===== src/rtl/exp_issue_arbiter.sv =====
// Round-robin issue of bf16 operands from NUM_REQ requesters into one shared, free-running exp unit.
// A shadow pipeline carries id/tag beside each op and results land in a credit-gated show-ahead FIFO.
module exp_issue_arbiter #(
  parameter int NUM_REQ    = 4,
  parameter int ID_W       = 2,
  parameter int TAG_W      = 4,
  parameter int EXP_LAT    = 2,
  parameter int FIFO_DEPTH = 4
) (
  input  logic                     clk,
  input  logic                     rst,
  input  logic [NUM_REQ-1:0]       req_valid,
  output logic [NUM_REQ-1:0]       req_ready,
  input  logic [16*NUM_REQ-1:0]    req_data,
  input  logic [TAG_W*NUM_REQ-1:0] req_tag,
  output logic [15:0]              exp_in,
  input  logic [15:0]              exp_out,
  output logic                     rsp_valid,
  input  logic                     rsp_ready,
  output logic [15:0]              rsp_data,
  output logic [ID_W-1:0]          rsp_id,
  output logic [TAG_W-1:0]         rsp_tag,
  output logic                     busy
);

  localparam int CNT_W = $clog2(FIFO_DEPTH + EXP_LAT + 1);
  localparam int PTR_W = (FIFO_DEPTH > 1) ? $clog2(FIFO_DEPTH) : 1;

  logic [ID_W-1:0]    last_grant_q, last_grant_d;
  logic [EXP_LAT-1:0] sh_v_q;
  logic [ID_W-1:0]    sh_id_q   [EXP_LAT];
  logic [TAG_W-1:0]   sh_tag_q  [EXP_LAT];
  logic [15:0]        fifo_data_q [FIFO_DEPTH];
  logic [ID_W-1:0]    fifo_id_q   [FIFO_DEPTH];
  logic [TAG_W-1:0]   fifo_tag_q  [FIFO_DEPTH];
  logic [PTR_W-1:0]   rd_ptr_q, rd_ptr_d, wr_ptr_q, wr_ptr_d;
  logic [CNT_W-1:0]   cnt_q, cnt_d, inflight;
  logic               can_issue, gnt_found, issue, push, pop;
  logic [ID_W-1:0]    gnt;
  logic [15:0]        gnt_data;
  logic [TAG_W-1:0]   gnt_tag;

  function automatic logic [PTR_W-1:0] ptr_inc(input logic [PTR_W-1:0] p);
    return (p == PTR_W'(FIFO_DEPTH - 1)) ? '0 : p + 1'b1;
  endfunction

  // Credits: every op in flight or buffered owns a FIFO slot; a same-cycle pop is not counted.
  always_comb begin
    inflight = '0;
    for (int i = 0; i < EXP_LAT; i++) inflight = inflight + CNT_W'(sh_v_q[i]);
  end

  assign can_issue = !rst && ((inflight + cnt_q) < CNT_W'(FIFO_DEPTH));

  always_comb begin
    gnt_found = 1'b0;
    gnt       = '0;
    for (int k = 1; k <= NUM_REQ; k++) begin
      if (!gnt_found && req_valid[(int'(last_grant_q) + k) % NUM_REQ]) begin
        gnt_found = 1'b1;
        gnt       = ID_W'((int'(last_grant_q) + k) % NUM_REQ);
      end
    end
  end

  always_comb begin
    gnt_data = '0;
    gnt_tag  = '0;
    for (int i = 0; i < NUM_REQ; i++) begin
      if (ID_W'(i) == gnt) begin
        gnt_data = req_data[16*i +: 16];
        gnt_tag  = req_tag[TAG_W*i +: TAG_W];
      end
    end
  end

  assign issue  = can_issue && gnt_found;
  assign exp_in = issue ? gnt_data : 16'h0000;

  always_comb begin
    req_ready = '0;
    if (issue) req_ready[gnt] = 1'b1;
  end

  assign last_grant_d = issue ? gnt : last_grant_q;

  assign push      = sh_v_q[EXP_LAT-1] && !rst;
  assign rsp_valid = !rst && (cnt_q != '0);
  assign pop       = rsp_valid && rsp_ready;
  assign cnt_d     = cnt_q + CNT_W'(push) - CNT_W'(pop);
  assign wr_ptr_d  = push ? ptr_inc(wr_ptr_q) : wr_ptr_q;
  assign rd_ptr_d  = pop  ? ptr_inc(rd_ptr_q) : rd_ptr_q;

  assign rsp_data = fifo_data_q[rd_ptr_q];
  assign rsp_id   = fifo_id_q[rd_ptr_q];
  assign rsp_tag  = fifo_tag_q[rd_ptr_q];
  assign busy     = !rst && ((|sh_v_q) || (cnt_q != '0));

  always_ff @(posedge clk) begin
    if (rst) begin
      last_grant_q <= ID_W'(NUM_REQ - 1);
      sh_v_q       <= '0;
      cnt_q        <= '0;
      rd_ptr_q     <= '0;
      wr_ptr_q     <= '0;
    end else begin
      last_grant_q <= last_grant_d;
      sh_v_q[0]    <= issue;
      for (int i = 1; i < EXP_LAT; i++) sh_v_q[i] <= sh_v_q[i-1];
      cnt_q        <= cnt_d;
      rd_ptr_q     <= rd_ptr_d;
      wr_ptr_q     <= wr_ptr_d;
    end
  end

  // Payload shadows and FIFO storage need no reset: only the valid bits and count qualify them.
  always_ff @(posedge clk) begin
    sh_id_q[0]  <= gnt;
    sh_tag_q[0] <= gnt_tag;
    for (int i = 1; i < EXP_LAT; i++) begin
      sh_id_q[i]  <= sh_id_q[i-1];
      sh_tag_q[i] <= sh_tag_q[i-1];
    end
    if (push) begin
      fifo_data_q[wr_ptr_q] <= exp_out;
      fifo_id_q[wr_ptr_q]   <= sh_id_q[EXP_LAT-1];
      fifo_tag_q[wr_ptr_q]  <= sh_tag_q[EXP_LAT-1];
    end
  end

endmodule


===== config.mk =====
export PLATFORM = sky130hd
export DESIGN_NAME = exp_issue_arbiter
export DESIGN_NICKNAME = d
export VERILOG_FILES = /design/src/rtl/exp_issue_arbiter.sv
export SDC_FILE = /design/constraint.sdc
export NUM_CORES = 1
export LEC_CHECK = 0
export ABC_AREA = 1
export ABC_CLOCK_PERIOD_IN_PS = 5750
export CORE_ASPECT_RATIO = 0.7
export CORE_UTILIZATION = 47
export CTS_BUF_LIST = sky130_fd_sc_hd__clkbuf_16
export DETAILED_ROUTE_END_ITERATION = 10
export PLACE_DENSITY_LB_ADDON = 0.2
export SYNTH_ARGS = -nofsm -noshare
export SYNTH_HDL_FRONTEND = slang
export SYNTH_SLANG_ARGS = --single-unit

===== constraint.sdc =====
create_clock -name clk -period 5.75 [get_ports clk]
set_clock_uncertainty 0.1 [all_clocks]
set_input_delay 1.725 -clock clk [delete_from_list [all_inputs] [get_ports clk]]
set_output_delay 1.725 -clock clk [all_outputs]
set_load 0.05 [all_outputs]

Word level (Yosys, flattened, before mapping)
Memory sizes are Yosys's and may differ from the RTL's. A register that Yosys moved wholly into a read port is not among the register bits.
Index checks and enable logic that the tools add are counted.
- memories kept: 5
- input port bits: 103
- bits in writable memories: 100
- output and inout port bits: 44
- word-level logic and storage cells: 100
- register bits: 11
- memory list (memory ; depth ; width ; rd ports ; clocked after Yosys merged registers in ; wr ports ; line ; RTL):
    fifo_data_q ; 4 ; 16 ; 1 ; 1 ; 1 ; 33 ; logic [15:0] fifo_data_q [FIFO_DEPTH];
    fifo_tag_q ; 4 ; 4 ; 1 ; 1 ; 1 ; 35 ; logic [TAG_W-1:0] fifo_tag_q [FIFO_DEPTH];
    fifo_id_q ; 4 ; 2 ; 1 ; 1 ; 1 ; 34 ; logic [ID_W-1:0] fifo_id_q [FIFO_DEPTH];
    sh_tag_q ; 2 ; 4 ; 2 ; 0 ; 2 ; 32 ; logic [TAG_W-1:0] sh_tag_q [EXP_LAT];
    sh_id_q ; 2 ; 2 ; 2 ; 0 ; 2 ; 31 ; logic [ID_W-1:0] sh_id_q [EXP_LAT];
- multiplexer cells: 42
- bitwise logic cells: 4
- reductions and logical operators: 22
- order comparisons: 7
- add/sub/neg operators: 10
- eq/ne operators: 5
- operators by type and width (cell ; count):
    2-to-1 mux 16 bit ; 5
    2-to-1 mux 2 bit ; 12
    2-to-1 mux 4 bit ; 5
    < comparator 3 x 4 -> 1 bit (second input constant) ; 4
    2-to-1 mux 1 bit ; 15
    logical AND 1 bit ; 10
    OR reduction 2 bit ; 5
    adder 2 x 1 -> 2 bit (second input constant) ; 4
    binary-select mux 1 bit (select 2 bit) ; 4
    adder 2 bit (second input constant) ; 2
    bitwise AND 1 bit (first input constant) ; 4
    equality test 2 bit (first input constant) ; 2
    equality test 2 bit (second input constant) ; 2
    zero test 1 bit ; 4
    adder 2 x 3 -> 3 bit ; 1
    adder 3 x 1 -> 3 bit ; 1
    < comparator 2 x 3 -> 1 bit (second input constant) ; 1
    < comparator 3 bit (second input constant) ; 1
    nonzero test 3 bit ; 1
    subtractor 3 x 1 -> 3 bit ; 1
    adder 1 x 1 -> 2 bit ; 1
    demux 1 bit (select 2 bit) ; 1
    equality test 1 x 2 -> 1 bit (first input constant) ; 1
    >= comparator 2 x 1 -> 1 bit (second input constant) ; 1
    2 further kinds ; 2

Depth between registers and ports, before layout
Gate-level depths: netlist (run 1).
- word-level depth: 22
- mapped depth: 16
- mapped depth without buffers: 15

Least setup slack after synthesis (run 1)
Ideal clock, no wire load.
- path type: input to output
- start: input req_valid[3]
- end: output req_ready[0]
- stages on the path: 10
- path buffers: 1
- slack: 235 ps
- arrival time: 3690 ps
- cell sequence: nand2_1 -> nand2_1 -> nand2_1 -> nand2_1 -> nor2_4 -> nand3_4 -> nand2_4 -> nand2_8 -> buf_2 -> nor3_1
- cells in the longest elaborated chain, start to end: 18
- elaborated cells between the ends (all ways): 33
- classes of those cells: order compare (2); mux (23); reduce/logical (8)
- RTL lines (item ; line ; RTL):
    start, declared ; 12 ; input logic [NUM_REQ-1:0] req_valid,
    binary-select mux 1 bit (select 2 bit) ; 59 ; if (!gnt_found && req_valid[(int'(last_grant_q) + k) % NUM_REQ]) begin
    2-to-1 mux 1 bit (implied by the code) (2 in a row) ; 59 ;
    2-to-1 mux 1 bit ; 59 ;
    zero test 1 bit ; 59 ;
    logical AND 1 bit ; 59 ;
    2-to-1 mux 1 bit ; 59 ;
    zero test 1 bit ; 59 ;
    logical AND 1 bit ; 59 ;
    (+2 left out) ; -- ;
    logical AND 1 bit ; 59 ;
    2-to-1 mux 2 bit * ; 59 ;
    via gnt[0] ; 39 ; logic [ID_W-1:0] gnt;
    < comparator 2 x 3 -> 1 bit (implied by the code) / >= comparator 2 x 1 -> 1 bit (equally long branches) ; 82 ; if (issue) req_ready[gnt] = 1'b1;
    logical AND 1 bit (implied by the code) ; 82 ;
    2-to-1 mux 1 bit (implied by the code) ; 82 ;
    demux 1 bit (select 2 bit) * ; 82 ;
    2-to-1 mux 4 bit * ; 82 ;
    end, declared ; 13 ; output logic [NUM_REQ-1:0] req_ready,
Mark *: on every way through the listed nets, which the timed path passes. The rest lies on a longest branch. The select of a mux whose other input is x is not followed.

Worst setup path in the final report (run 1)
- start: input req_valid[3]
- end: output exp_in[3]
- cells in the longest elaborated chain, start to end: 19
- elaborated cells between the ends (all ways): 36
- classes of those cells: eq/ne (3); mux (25); reduce/logical (8)
- RTL lines (item ; line ; RTL):
    binary-select mux 1 bit (select 2 bit) ; 59 ;
    2-to-1 mux 1 bit (implied by the code) (2 in a row) ; 59 ;
    2-to-1 mux 1 bit ; 59 ;
    zero test 1 bit ; 59 ;
    logical AND 1 bit ; 59 ;
    2-to-1 mux 1 bit ; 59 ;
    zero test 1 bit ; 59 ;
    logical AND 1 bit ; 59 ;
    2-to-1 mux 1 bit ; 59 ;
    zero test 1 bit ; 59 ;
    logical AND 1 bit ; 59 ;
    2-to-1 mux 2 bit ; 59 ;
    zero test 2 bit ; 70 ; if (ID_W'(i) == gnt) begin
    2-to-1 mux 16 bit (4 in a row) ; 70 ;
    2-to-1 mux 16 bit * ; 78 ; assign exp_in = issue ? gnt_data : 16'h0000;
    end, declared ; 16 ; output logic [15:0] exp_in,
Mark *: on every way between the ends. The rest lies on a longest branch, timed or not. The select of a mux whose other input is x is not followed.

==> qor.csv, run 1 <==
metric,value,unit
status,finished clean,
max-cap violation count,0,
Worst Path Arrival,3.75,ns
die area,11640,µm²
most common cell in the netlist,nand2_1,
crit path time final,5.577,ns
vias in the first global route,4287,
Die Wd,128.5,µm
GRT Overall Usage,0.2306,
Comb pwr share,0.601,
"top cells by count, synth","103 x nand2_1, 88 x edfxtp_1, 71 x nor2_1, 52 x o21ai_0, 40 x inv_1",
Post-synth EDFFs,88,
ANT cells,0,
layout cells sized above 1,0.1410,
"FFs w/ async S/R, synth",0,
Tcrit/Tclk final,0.9700,
ys flop type,edfxtp_1,
Synthesis Warnings,0,
Synth Net Count,647,
VDD IR-drop max,0.0005528,V
# H-tree levels,4,
DR pass1 iterations,5,
Post-Syn Area,5266,µm²
finished layout cell area,7686,µm²
Pint,2.840,mW
Net Switching,2.426,mW
crit-path max cell delay,0.49,ns
DP Area,7059,µm²
Max Freq,179.3,MHz
max_slew headroom,0.3374,
switching share of power,0.4607,
CP Cell Sequence,clkdlybuf4s50_1 -> nand2_1 -> nand2_1 -> nand2_1 -> nand2_1 -> inv_1 -> nand3_4 -> nand2_4 -> nand2_8 -> nand2_8 -> nor2_8 -> nand2_1 -> o21ai_1 -> buf_12,
Sequential Power Share,0.207,
final worst slack,0.1727,ns
Final ANT Viol Nets,0,
sequential area share after synthesis,0.5968,
total congestion overflow,0,
root buffer cell,clkbuf_16,
Post-Syn Instances,535,
post-synth top area share,0.5018,
nets,801,
initial DRC count,356,
endpoint type of the worst setup path,primary output,
I/O Pins,147,
Crit path required time,3.92,ns
multi-input logic area,1839,µm²
total negative slack,0,ns
Initial Util,0.4955,
average size of a mapped cell,9.844,µm²
core region area,10630,µm²
CTS hold repair buffers,0,
Worst path most repeated cell,nand2_1,
clock power share,0.192,
"Slew Viols, Final",0,
CTS Buffer Depth,2,
WL per Instance,15.15,µm
hold path depth,0,
clk sinks,113,
Hold WC Path Type,reg2reg,
WS Path Type,in2out,
synthesized flop and latch total,113,
Yosys cell types,36,
FF+latch area,3143,µm²
CTS tree,yes,
Worst Path Max Fanout,10,
number of remaining DRC errors,0,
Fill cells,764,
RSZ-0062 raised after global routing,no,
gp weighted congestion,0.8219,
initial antenna violation count,0,
Worst-path clk slew,0.05,ns
post-DP HPWL,8633,µm
ranking of synthesized cells by area,"edfxtp_1 50%, dfxtp_1 9.5%, nand2_1 7.3%",
startpoint types,input port,
die height,90.57,µm
cells on worst reg2reg path,10,
worst-margin pin slew,0.9929,ns
Area growth syn-to-layout,45.95,%
# setup viols final,0,
port bufs,146,
Row Count,31,
Crit-path slowest cell,clkdlybuf4s50_1,
final core occ,0.7232,
clk_lat worst skew,0.40,ns
P_leak,3.060,nW
total number of vias,4340,
vias per cell,5.106,
dominant cell type by area after synthesis,edfxtp_1,
TritonCTS Buffers,17,
Pwr Density,685.1,nW/µm²
largest net degree at the start of global routing,45,
Final Hold Fails,0,
Place WS,0.1267,ns
global-route wire length before repair,20400,µm
routed wire length,12880,µm
==> routing by layer <==
| layer | GRT usage | vias to the layer above | wire, µm |
|---|---|---|---|
| met5 | 0 | - | 0 |
| met4 | 0.07059 | 0 | 131 |
| met3 | 0.07168 | 12 | 854 |
| met2 | 0.3788 | 153 | 6382 |
| met1 | 0.2909 | 2032 | 5510 |
| li1 | - | 2143 | - |
==> registers in the layout (all words and copies together) (netlist names), named ones only <==
register,count
fifo_id_q,8
sh_id_q,4
fifo_data_q,64
sh_v_q,2
cnt_q,3
sh_tag_q,8
fifo_tag_q,16
wr_ptr_q,2
last_grant_q,2
rd_ptr_q,2
==> cell usage in the layout, fill, tap and decap left out, types with 20 or more instances in the layout <==
master / count
nand2_1: 103
clkdlybuf4s50_1: 126
o22ai_1: 22
inv_1: 42
dfxtp_1: 25
edfxtp_1: 88
o21ai_0: 52
nor2_1: 67
nand3_1: 34
buf_12: 20
==> final cells by class <==
type                    instances  area share
inverters                      47     0.02426
flip-flops and latches        113      0.4089
well taps                     148     0.02409
clock buffers                  17     0.05535
clock inverters                15     0.01970
multi-input cells             352      0.2393
repair buffers                158      0.2284
==> per-stage QoR <==
stage                     hold WS, ns  power (mW)  instances
after detailed placement       0.2121       4.201        815
after floorplan                0.2096       3.131        535
after global placement         0.2132       4.153        815
after CTS                      0.2238       5.227        847
after global routing           0.2375       5.551        850
final                          0.2234       5.265        850
==> timing repair <==
action | CTS | global route
gates resized for setup | 0 | 5
setup endpoints to repair | 0 | 12
setup buffers | 0 | 1
==> power groups by stage <==
stage	sequential (mW)	clock (mW)	combinational, mW
after floorplan	1.07	0	2.06
after global placement	1.10	0	3.05
after detailed placement	1.11	0	3.09
after CTS	1.09	1.02	3.11
after global routing	1.10	1.06	3.38
final	1.09	1.01	3.17
==> worst max-delay path: cells and delay by family <==
| kind | cells | cell delay [ns] |
|---|---|---|
| and+or+nand+nor | 10 | 1.12 |
| buffers and inverters | 3 | 0.75 |
| AOI/OAI and AO/OA | 1 | 0.15 |
==> worst paths after layout <==
check / from / end / slack, ns
setup / recovery: req_valid[3] / exp_in[3] / 0.17
hold / removal: sh_tag_q[0][1]$_DFF_P_ / sh_tag_q[0][5]$_DFF_P_ / 0.22
setup reg to reg: cnt_q[1]$_SDFF_PP0_ / cnt_q[2]$_SDFF_PP0_ / 3.57
hold reg to reg: sh_tag_q[0][1]$_DFF_P_ / sh_tag_q[0][5]$_DFF_P_ / 0.22
==> logic make-up after synthesis <==
family          Yosys count  synth area share
xor+xnor                  1          0.001663
flops                   113            0.5968
compound gates           97            0.1000
buf+inv                  72           0.06272
fa+ha+maj                 9           0.02281
simple gates            243            0.2160
Note: power is estimated with default switching activity, not from simulation.
==> inputs of run 2 (changes only) <==
--- a/config.mk
+++ b/config.mk
@@ -7,7 +7,6 @@
 export LEC_CHECK = 0
 export ABC_AREA = 1
 export ABC_CLOCK_PERIOD_IN_PS = 5750
-export CORE_ASPECT_RATIO = 0.7
 export CORE_UTILIZATION = 47
 export CTS_BUF_LIST = sky130_fd_sc_hd__clkbuf_16
 export DETAILED_ROUTE_END_ITERATION = 10
==> run 2 against run 1 <==
Net effect: register-to-register slack got worse by 0.07 ns; clock-buffer cell count grew 4; via count about the same; die area is essentially flat; highest routed layer unchanged; utilization down 1.0 points; sequential share of layout area decreased by 0.40 points; non-clock buffer count increased by 2.
==> qor.csv, run 2 (synthesis results as in run 1) <==
metric,value,unit
status,finished clean,
global-route wire length before repair,20140,µm
total negative slack,0,ns
Pwr Density,693.5,nW/µm²
Crit path required time,3.92,ns
Worst Path Arrival,3.76,ns
TritonCTS Buffers,17,
endpoint type of the worst setup path,primary output,
vias per cell,5.139,
RSZ-0062 raised after global routing,no,
root buffer cell,clkbuf_16,
Largest Register,fifo_data_q,
most frequent cells in the layout,"126 x clkdlybuf4s50_1, 103 x nand2_1, 88 x edfxtp_1, 67 x nor2_1, 52 x o21ai_0",
total congestion overflow,0,
initial antenna violation count,0,
layout cells sized above 1,0.1449,
Worst path most repeated cell,nand2_1,
Place WS,0.09846,ns
max-cap violation count,0,
Regs by FF count,"fifo_data_q: 64 flops, fifo_tag_q: 16 flops",
vias in the first global route,4243,
Final Hold Fails,0,
P_leak,3.118,nW
clk sinks,113,
GRT Overall Usage,0.2307,
clk_lat worst skew,0.40,ns
# setup viols final,0,
VDD IR-drop max,0.0006630,V
I/O Pins,147,
Worst path top cell family by delay,simple AND/OR/NAND/NOR gates,
die area,11630,µm²
# H-tree levels,4,
CTS Buffer Depth,2,
"most common cell after layout, fill and taps aside",clkdlybuf4s50_1,
largest net degree at the start of global routing,46,
WS Path Type,in2out,
Area growth syn-to-layout,47.37,%
Worst Path Max Fanout,14,
max_slew headroom,0.5515,
worst-margin pin slew,0.6720,ns
"Slew Viols, Final",0,
DR pass1 iterations,4,
port bufs,146,
Final Non-Filler Cells,844,
WL per Instance,15.34,µm
nets,803,
Net Switching,2.420,mW
CTS hold repair buffers,0,
Sequential Power Share,0.203,
Crit-path slowest cell,clkdlybuf4s50_1,
Die Wd,107.9,µm
Final ANT Viol Nets,0,
Tcrit/Tclk final,0.9706,
max reg flops,64,
routed wire length,12950,µm
Row Count,38,
clock power share,0.207,
ANT cells,0,
Max Freq,179.2,MHz
core region area,10890,µm²
CTS tree,yes,
Pint,2.963,mW
Comb pwr share,0.590,
initial DRC count,273,
total number of vias,4337,
crit-path max cell delay,0.43,ns
die height,107.9,µm
Worst-path clk slew,0.05,ns
gp weighted congestion,0.9129,
crit path time final,5.581,ns
number of buffers and inverters on the critical path,3,
final worst slack,0.1693,ns
post-DP HPWL,8710,µm
Hold WS,0.2241,ns
Hold WC Path Type,reg2reg,
DP Cell Count,807,
switching share of power,0.4495,
Initial Util,0.4837,
number of remaining DRC errors,0,
CP Cell Sequence,clkdlybuf4s50_1 -> nand2_1 -> nand2_2 -> nand2_1 -> nand2_2 -> inv_2 -> nand2_2 -> nor2_4 -> nand2_4 -> nand2_8 -> nand2_8 -> nor2_4 -> nand2_1 -> nand2_1 -> buf_12,
startpoint types,input port,
==> run 2: metrics by stage <==
stage	total power, mW	utilization	instance area [µm²]
global placement	4.131	0.6474	7049
CTS	5.308	0.7073	7701
floorplan	3.131	-	5266
finish	5.382	0.7128	7761
detailed placement	4.182	0.6474	7049
global route	5.673	0.7128	7761
==> run 2: layer usage <==
metal / wire length, µm / part of all wire / up-vias / GRT usage
met4: 274 / 0.021 / 0 / 0.09785
met1: 4845 / 0.37 / 1997 / 0.2372
met2: 6816 / 0.53 / 182 / 0.4208
met3: 1013 / 0.078 / 20 / 0.08111
li1: - / - / 2138 / -
met5: 0 / 0 / - / 0
==> run 2: final timing paths <==
| kind | cells after the start | endpoint | slack, ns | start |
|---|---|---|---|---|
| min | 0 | sh_id_q[0][2]$_DFF_P_ | 0.22 | sh_id_q[0][0]$_DFF_P_ |
| max reg2reg | 10 | cnt_q[2]$_SDFF_PP0_ | 3.50 | cnt_q[1]$_SDFF_PP0_ |
| min reg2reg | 0 | sh_id_q[0][2]$_DFF_P_ | 0.22 | sh_id_q[0][0]$_DFF_P_ |
| max | 15 | exp_in[9] | 0.17 | req_valid[2] |
==> run 2: cell type report <==
class                           count  area, µm²
Clock inverter                     11      126.4
Multi-Input combinational cell    352       1843
Timing Repair Buffer              160       1764
Inverter                           47      183.9
Clock buffer                       21      525.5
Sequential cell                   113       3143
Tap cell                          140      175.2
Fill cell                         770       3127
==> run 2: what timing repair did <==
item	CTS	global route
endpoints found under the setup margin	0	15
setup buffers	0	3
resized for setup	0	3
==> run 2: power by group through the flow <==
| stage | combinational (mW) | clock [mW] | sequential (mW) |
|---|---|---|---|
| floorplan | 2.06 | 0 | 1.07 |
| global placement | 3.03 | 0 | 1.10 |
| detailed placement | 3.08 | 0 | 1.10 |
| CTS | 3.09 | 1.12 | 1.09 |
| global route | 3.41 | 1.16 | 1.10 |
| finish | 3.18 | 1.11 | 1.09 |
